==> config.mk <==
export PLATFORM = sky130hd
export DESIGN_NAME = axi_sys_slave
export DESIGN_NICKNAME = d
export VERILOG_FILES = /design/src/rtl/axi_sys_pkg.sv /design/src/rtl/axi_sys_timeout.sv /design/src/rtl/axi_sys_slave.sv
export SDC_FILE = /design/constraint.sdc
export NUM_CORES = 1
export LEC_CHECK = 0
export ABC_AREA = 1
export BUFFER_PORTS_ARGS = -buffer_cell sky130_fd_sc_hd__buf_2
export CORE_AREA = 2 2 120 122
export DETAILED_ROUTE_END_ITERATION = 8
export DIE_AREA = 0 0 122 124
export PLACE_DENSITY = 0.73
export SYNTH_ARGS = -nofsm -noshare
export SYNTH_HDL_FRONTEND = slang
export SYNTH_SLANG_ARGS = --single-unit
==> constraint.sdc <==
create_clock -name aclk_i -period 2.4 [get_ports aclk_i]
set_input_delay 0.36 -clock aclk_i [delete_from_list [all_inputs] [get_ports aclk_i]]
set_output_delay 0.36 -clock aclk_i [all_outputs]
set_load 0.05 [all_outputs]
==> src/rtl/axi_sys_pkg.sv <==
// Shared FSM encoding and AXI response codes for the AXI-to-system-bus slave.
package axi_sys_pkg;
  typedef enum logic [2:0] {IDLE, WR_DATA, WR_BUS, WR_RESP, RD_BUS, RD_RESP} state_t;

  localparam logic [1:0] RESP_OKAY   = 2'b00;
  localparam logic [1:0] RESP_SLVERR = 2'b10;

  function automatic logic [1:0] bus_resp(input logic err);
    return err ? RESP_SLVERR : RESP_OKAY;
  endfunction
endpackage

==> src/rtl/axi_sys_timeout.sv <==
// Ack watchdog: loaded with TO on the strobe, counts down, flags expiry at zero.
module axi_sys_timeout #(
  parameter int TO = 255
) (
  input  logic aclk_i,
  input  logic arst_i,
  input  logic start,
  input  logic clear,
  output logic expired
);
  localparam int CW = $clog2(TO + 1);

  logic [CW-1:0] cnt;

  always_ff @(posedge aclk_i) begin
    if (arst_i || clear) cnt <= '0;
    else if (start)      cnt <= CW'(TO);
    else if (cnt != '0)  cnt <= cnt - 1'b1;
  end

  // Only meaningful while a bus access is outstanding; the FSM ignores it elsewhere.
  assign expired = (cnt == '0);
endmodule

==> src/rtl/axi_sys_slave.sv <==
// AXI3 single-beat slave bridging to the strobe/ack system register bus.
// Bursts are drained protocol-correctly and answered with SLVERR.
module axi_sys_slave
  import axi_sys_pkg::*;
#(
  parameter int AW = 32,
  parameter int DW = 32,
  parameter int IW = 4,
  parameter int LW = 4,
  parameter int TO = 255
) (
  input  logic            aclk_i,
  input  logic            arst_i,
  input  logic [IW-1:0]   awid_i,
  input  logic [AW-1:0]   awaddr_i,
  input  logic [LW-1:0]   awlen_i,
  input  logic [2:0]      awsize_i,
  input  logic [1:0]      awburst_i,
  input  logic [2:0]      awprot_i,
  input  logic [3:0]      awcache_i,
  input  logic [1:0]      awlock_i,
  input  logic            awvalid_i,
  output logic            awready_o,
  input  logic [DW-1:0]   wdata_i,
  input  logic [DW/8-1:0] wstrb_i,
  input  logic            wlast_i,
  input  logic            wvalid_i,
  output logic            wready_o,
  output logic [IW-1:0]   bid_o,
  output logic [1:0]      bresp_o,
  output logic            bvalid_o,
  input  logic            bready_i,
  input  logic [IW-1:0]   arid_i,
  input  logic [AW-1:0]   araddr_i,
  input  logic [LW-1:0]   arlen_i,
  input  logic [2:0]      arsize_i,
  input  logic [1:0]      arburst_i,
  input  logic [2:0]      arprot_i,
  input  logic [3:0]      arcache_i,
  input  logic [1:0]      arlock_i,
  input  logic            arvalid_i,
  output logic            arready_o,
  output logic [IW-1:0]   rid_o,
  output logic [DW-1:0]   rdata_o,
  output logic [1:0]      rresp_o,
  output logic            rlast_o,
  output logic            rvalid_o,
  input  logic            rready_i,
  output logic [AW-1:0]   sys_addr_o,
  output logic [DW-1:0]   sys_wdata_o,
  output logic [DW/8-1:0] sys_sel_o,
  output logic            sys_wen_o,
  output logic            sys_ren_o,
  input  logic [DW-1:0]   sys_rdata_i,
  input  logic            sys_err_i,
  input  logic            sys_ack_i
);
  state_t          state_q, state_d;
  logic            last_was_rd_q, grant_w;
  logic [IW-1:0]   id_q;
  logic [AW-1:0]   addr_q;
  logic [LW-1:0]   len_q, beat_q;
  logic [DW-1:0]   wdata_q, rdata_q;
  logic [DW/8-1:0] sel_q;
  logic [1:0]      resp_q;
  logic            tmr_start, tmr_clear, tmr_expired;

  // Attribute fields are accepted for protocol completeness but have no effect here.
  logic unused_attr;
  assign unused_attr = ^{awsize_i, awburst_i, awprot_i, awcache_i, awlock_i,
                         arsize_i, arburst_i, arprot_i, arcache_i, arlock_i};

  axi_sys_timeout #(.TO(TO)) u_tmo (
    .aclk_i  (aclk_i),
    .arst_i  (arst_i),
    .start   (tmr_start),
    .clear   (tmr_clear),
    .expired (tmr_expired)
  );

  always_ff @(posedge aclk_i) begin
    if (arst_i) state_q <= IDLE;
    else        state_q <= state_d;
  end

  always_comb begin
    state_d   = state_q;
    awready_o = 1'b0;
    arready_o = 1'b0;
    wready_o  = 1'b0;
    tmr_start = 1'b0;
    tmr_clear = 1'b0;
    grant_w   = awvalid_i & (~arvalid_i | last_was_rd_q);
    case (state_q)
      IDLE: begin
        awready_o = awvalid_i & grant_w;
        arready_o = arvalid_i & ~grant_w;
        if (awready_o) begin
          state_d = WR_DATA;
        end else if (arready_o) begin
          state_d   = (arlen_i == '0) ? RD_BUS : RD_RESP;
          tmr_start = (arlen_i == '0);
        end
      end
      WR_DATA: begin
        wready_o = 1'b1;
        // The latched length decides, so a len=0 beat without wlast is still taken.
        if (wvalid_i) begin
          if (len_q == '0) begin
            state_d   = WR_BUS;
            tmr_start = 1'b1;
          end else if (wlast_i) begin
            state_d = WR_RESP;
          end
        end
      end
      WR_BUS: if (sys_ack_i || tmr_expired) begin
        state_d   = WR_RESP;
        tmr_clear = 1'b1;
      end
      WR_RESP: if (bready_i) state_d = IDLE;
      RD_BUS: if (sys_ack_i || tmr_expired) begin
        state_d   = RD_RESP;
        tmr_clear = 1'b1;
      end
      RD_RESP: if (rready_i && beat_q == len_q) state_d = IDLE;
      default: state_d = IDLE;
    endcase
  end

  always_ff @(posedge aclk_i) begin
    if (arst_i) begin
      last_was_rd_q <= 1'b1;
      id_q          <= '0;
      addr_q        <= '0;
      len_q         <= '0;
      beat_q        <= '0;
      wdata_q       <= '0;
      sel_q         <= '0;
      rdata_q       <= '0;
      resp_q        <= RESP_OKAY;
      sys_wen_o     <= 1'b0;
      sys_ren_o     <= 1'b0;
    end else begin
      sys_wen_o <= 1'b0;
      sys_ren_o <= 1'b0;
      case (state_q)
        IDLE: begin
          if (awready_o) begin
            id_q          <= awid_i;
            addr_q        <= awaddr_i;
            len_q         <= awlen_i;
            last_was_rd_q <= 1'b0;
          end else if (arready_o) begin
            id_q          <= arid_i;
            addr_q        <= araddr_i;
            len_q         <= arlen_i;
            last_was_rd_q <= 1'b1;
            beat_q        <= '0;
            rdata_q       <= '0;
            resp_q        <= RESP_SLVERR;
            sys_ren_o     <= (arlen_i == '0);
          end
        end
        WR_DATA: if (wvalid_i) begin
          if (len_q == '0) begin
            wdata_q   <= wdata_i;
            sel_q     <= wstrb_i;
            sys_wen_o <= 1'b1;
          end else begin
            resp_q <= RESP_SLVERR;
          end
        end
        // Ack in the expiry cycle takes precedence over the timeout.
        WR_BUS: begin
          if (sys_ack_i)        resp_q <= bus_resp(sys_err_i);
          else if (tmr_expired) resp_q <= RESP_SLVERR;
        end
        RD_BUS: begin
          if (sys_ack_i) begin
            resp_q  <= bus_resp(sys_err_i);
            rdata_q <= sys_rdata_i;
          end else if (tmr_expired) begin
            resp_q  <= RESP_SLVERR;
            rdata_q <= '0;
          end
        end
        RD_RESP: if (rready_i) beat_q <= beat_q + 1'b1;
        default: ;
      endcase
    end
  end

  assign bvalid_o    = (state_q == WR_RESP);
  assign rvalid_o    = (state_q == RD_RESP);
  assign bid_o       = id_q;
  assign rid_o       = id_q;
  assign bresp_o     = resp_q;
  assign rresp_o     = resp_q;
  assign rdata_o     = rdata_q;
  assign rlast_o     = rvalid_o && (beat_q == len_q);
  assign sys_addr_o  = addr_q;
  assign sys_wdata_o = wdata_q;
  assign sys_sel_o   = sel_q;
endmodule

==> impl_metrics.prom <==
# TYPE chip_impl_metric gauge
chip_impl_info{name="worst_path_most_repeated_cell",value="nand2_8"} 1
chip_impl_metric{name="grt_util_all_layers",unit="%"} 19.80
chip_impl_metric{name="drt-vias-per-instance",unit=""} 4.703
chip_impl_metric{name="ff2ff_path_depth",unit=""} 8
chip_impl_metric{name="syn-cell-area",unit="um2"} 5429
chip_impl_metric{name="fin_setup_tns",unit="ps"} 0
chip_impl_metric{name="count_of_different_cell_masters_after_synthesis",unit=""} 35
chip_impl_metric{name="hpwl",unit="um"} 10920
chip_impl_info{name="netlist_top_cells_area",value="dfxtp_1 (47%), nand2_1 (13%), nor2_1 (7.1%), a31oi_1 (4.6%), o21ai_0 (3.8%)"} 1
chip_impl_metric{name="max_cap_violations",unit=""} 0
chip_impl_info{name="synth.top_cells.by_count",value="nand2_1 (184), dfxtp_1 (127), nor2_1 (102)"} 1
chip_impl_metric{name="seq_cells_post_synth",unit=""} 127
chip_impl_metric{name="ctsLongestPathBuffers",unit=""} 2
chip_impl_metric{name="initial_core_util",unit="%"} 39.57
chip_impl_metric{name="clkSlewWorstSetupHoldPaths",unit="ps"} 60
chip_impl_metric{name="finalHoldWorstSlack",unit="ps"} 191.9
chip_impl_metric{name="design.die.area",unit="um2"} 15130
chip_impl_info{name="crit_slowest_cell",value="dfxtp_1"} 1
chip_impl_info{name="crit_chain",value="nor2_8 > nand2_8 > nor2_4 > nand2_8 > inv_4 > buf_2"} 1
chip_impl_metric{name="place.gp.congestion",unit=""} 0.8366
chip_impl_metric{name="postSynthAreaPerCell",unit="um2"} 7.530
chip_impl_metric{name="synth-edff-count",unit=""} 0
chip_impl_metric{name="drt_pass1_iterations",unit=""} 5
chip_impl_info{name="crit_path_end_kind",value="output pin"} 1
chip_impl_metric{name="grt_pass1_wl",unit="um"} 23670
chip_impl_info{name="crit_path_leading_delay_family",value="simple AND/OR/NAND/NOR gates"} 1
chip_impl_metric{name="post-route-period-util",unit="%"} 90.83
chip_impl_metric{name="finalHoldViolations",unit=""} 0
chip_impl_metric{name="h-tree-depth",unit=""} 4
chip_impl_metric{name="clock_sinks",unit=""} 127
chip_impl_info{name="min-delay-path-class",value="in -> reg"} 1
chip_impl_info{name="cts_tree",value="yes"} 1
chip_impl_metric{name="cts_repair_resize_count",unit=""} 0
chip_impl_metric{name="critical_path_data_arrival_time",unit="ps"} 1820
chip_impl_metric{name="worst_pin_slew",unit="ps"} 609.0
chip_impl_metric{name="grt_pass1_vias",unit=""} 4962
chip_impl_info{name="area_leader_netlist",value="dfxtp_1"} 1
chip_impl_metric{name="yosysSeqAreaShare",unit="%"} 46.83
chip_impl_info{name="synth_ff_type",value="dfxtp_1"} 1
chip_impl_metric{name="global_route.overflow_total",unit=""} 0
chip_impl_metric{name="tritoncts.num_buffers",unit=""} 17
chip_impl_info{name="grt_setup_unrepaired",value="no"} 1
chip_impl_info{name="critPathLaunchType",value="flip-flop"} 1
chip_impl_metric{name="horizontal_die_dimension",unit="um"} 122
chip_impl_metric{name="worst-path-stages",unit=""} 6
chip_impl_metric{name="design.final.nets",unit=""} 1165
chip_impl_metric{name="post-cts-setup-buffers",unit=""} 0
chip_impl_metric{name="ys_warn_count",unit=""} 0
chip_impl_metric{name="cp.required",unit="ps"} 2040
chip_impl_metric{name="netlist.area_leader.share",unit="%"} 46.83
chip_impl_metric{name="wl",unit="um"} 15040
chip_impl_metric{name="max_slew_margin",unit="%"} 59.34
chip_impl_metric{name="design.core.area",unit="um2"} 13720
chip_impl_metric{name="max_freq",unit="MHz"} 458.7
chip_impl_metric{name="filler_cell_count",unit=""} 1376
chip_impl_metric{name="clk-insertion-delay-late",unit="ps"} 410
chip_impl_info{name="synthMostInstantiatedCell",value="nand2_1"} 1
chip_impl_metric{name="maxSlewViolCount",unit=""} 0
chip_impl_metric{name="skew",unit="ps"} 10.26
chip_impl_metric{name="p_leak",unit="nW"} 3.602
chip_impl_metric{name="min_delay_path_depth",unit=""} 3
chip_impl_metric{name="critical_path.n_buffers_inverters",unit=""} 2
chip_impl_metric{name="route.detailed.drc",unit=""} 0
chip_impl_metric{name="cts-hold-fix-buffers",unit=""} 0
chip_impl_metric{name="crit_path_max_fanout",unit=""} 8
chip_impl_metric{name="floorplan.io_pins",unit=""} 306
chip_impl_metric{name="async_reset_ff_share",unit="%"} 0
chip_impl_metric{name="grt_max_degree",unit=""} 44
chip_impl_info{name="worstSetupPathType",value="reg -> out"} 1
chip_impl_metric{name="final.min_clock_period",unit="ps"} 2180
chip_impl_metric{name="area.growth.synth_to_final",unit="%"} 37.29
chip_impl_metric{name="delay_of_the_slowest_cell_on_the_worst_path",unit="ps"} 430
chip_impl_metric{name="port-buffer-count",unit=""} 275
chip_impl_metric{name="number_of_antenna_violations_at_the_first_check_in_global_routing",unit=""} 1
chip_impl_metric{name="powerDensity",unit="nW/um2"} 1315
chip_impl_metric{name="setup_viol",unit=""} 0
chip_impl_metric{name="synth_cells",unit=""} 721
chip_impl_metric{name="dr_total_vias",unit=""} 5502
chip_impl_metric{name="irDropWorstVdd",unit="uV"} 701.4
chip_impl_metric{name="core.rowCount",unit=""} 43
chip_impl_info{name="status",value="complete, no violations"} 1
chip_impl_metric{name="detailed_route_iter0_violations",unit=""} 265
chip_impl_metric{name="die-height",unit="um"} 124
chip_impl_info{name="cts_root_buffer",value="clkbuf_16"} 1
chip_impl_metric{name="drt.antenna.violating_nets",unit=""} 0
chip_impl_metric{name="drive_above_1_share",unit="%"} 35.89
chip_impl_metric{name="post_drt_wl_per_cell",unit="um"} 12.85
[path summary, 6_finish.rpt]
check / startpoint / slack [ps] / end
min reg2reg: rdata_o[2] / 460 / rdata_o[2]
max: state_q[0] / 220 / arready_o
max reg2reg: state_q[0] / 500 / bid_o[2]
min: sys_rdata_i[21] / 190 / rdata_o[21]
[power breakdown]
group          total [mW]  internal (mW)  switching, mW
logic                4.32           1.14           3.18
clock network        2.58           1.62          0.963
registers            2.90           2.60          0.301
[kinds of logic after synthesis]
logic type               count (synthesis)  synth area share (%)
adder cells (fa/ha/maj)                  3                0.6915
AO/OA/AOI/OAI                          168                 17.72
other                                    1               0.06907
XOR/XNOR                                 6                0.9680
flip-flops                             127                 46.83
AND/OR/NAND/NOR                        331                 25.74
buffers and inverters                   85                 7.974
[metrics by stage]
step                      area [um2]  util (%)  instances  power [mW]  worst slack (ps)
after floorplan                 5433         -        722       6.407             490.0
after global placement          6852     49.94       1137       7.234             534.0
after detailed placement        6852     49.94       1137       7.269             516.7
after CTS                       7451     54.31       1169       9.882             203.8
after global routing            7453     54.33       1170       10.39             138.1
final                           7453     54.33       1170       9.804             220.1
[cell type report]
type	instances	area [um2]	area share (%)
Antenna cell	1	2.502	0.03357
Clock buffer	20	466.7	6.262
Clock inverter	12	132.6	1.779
Inverter	36	142.6	1.914
Multi-Input combinational cell	510	2460	33.00
Sequential cell	127	2542	34.11
Tap cell	180	225.2	3.022
Timing Repair Buffer	284	1481	19.88
[worst register-to-register path: stages (launching register included)]
cell and delay, ps:
dfxtp_1 430, nor2_8 190, nand2_8 90, nor2_8 340
inv_6 50, nand2_4 240, buf_12 240, o21ai_1 70
a31oi_1 160
[layer usage]
metal	part of all wire, %	GRT usage [%]
met4	2.1	7.543
met2	48	32.54
met1	43	24.01
met5	0	0
met3	7.6	6.731
[placed cells by master (no fill, tap or decap), types with 4 or more instances in the layout]
cell       synthesis  layout
nand2_1          184     184
nand3_1           18      18
o21ai_1           35      35
inv_1             30      29
a21oi_1           36      36
inv_2              4       5
clkbuf_16          0      17
nor2_1           102     101
inv_6              1       4
xor2_1             6       6
buf_2             16     275
dfxtp_1          127     127
nand2_2           10      10
buf_4              9       6
nand4_1            6       6
a31oi_1           40      40
a21oi_2           11      11
o21ai_0           41      41
[flip-flops by register name (all words and copies together) (netlist names), 3 cells and up]
register	count
rdata_o	32
sys_addr_o	32
sys_wdata_o	32
u_tmo.cnt	8
beat_q	4
bid_o	4
len_q	4
sys_sel_o	4
state_q	3
(Power assumes the default switching activity.)
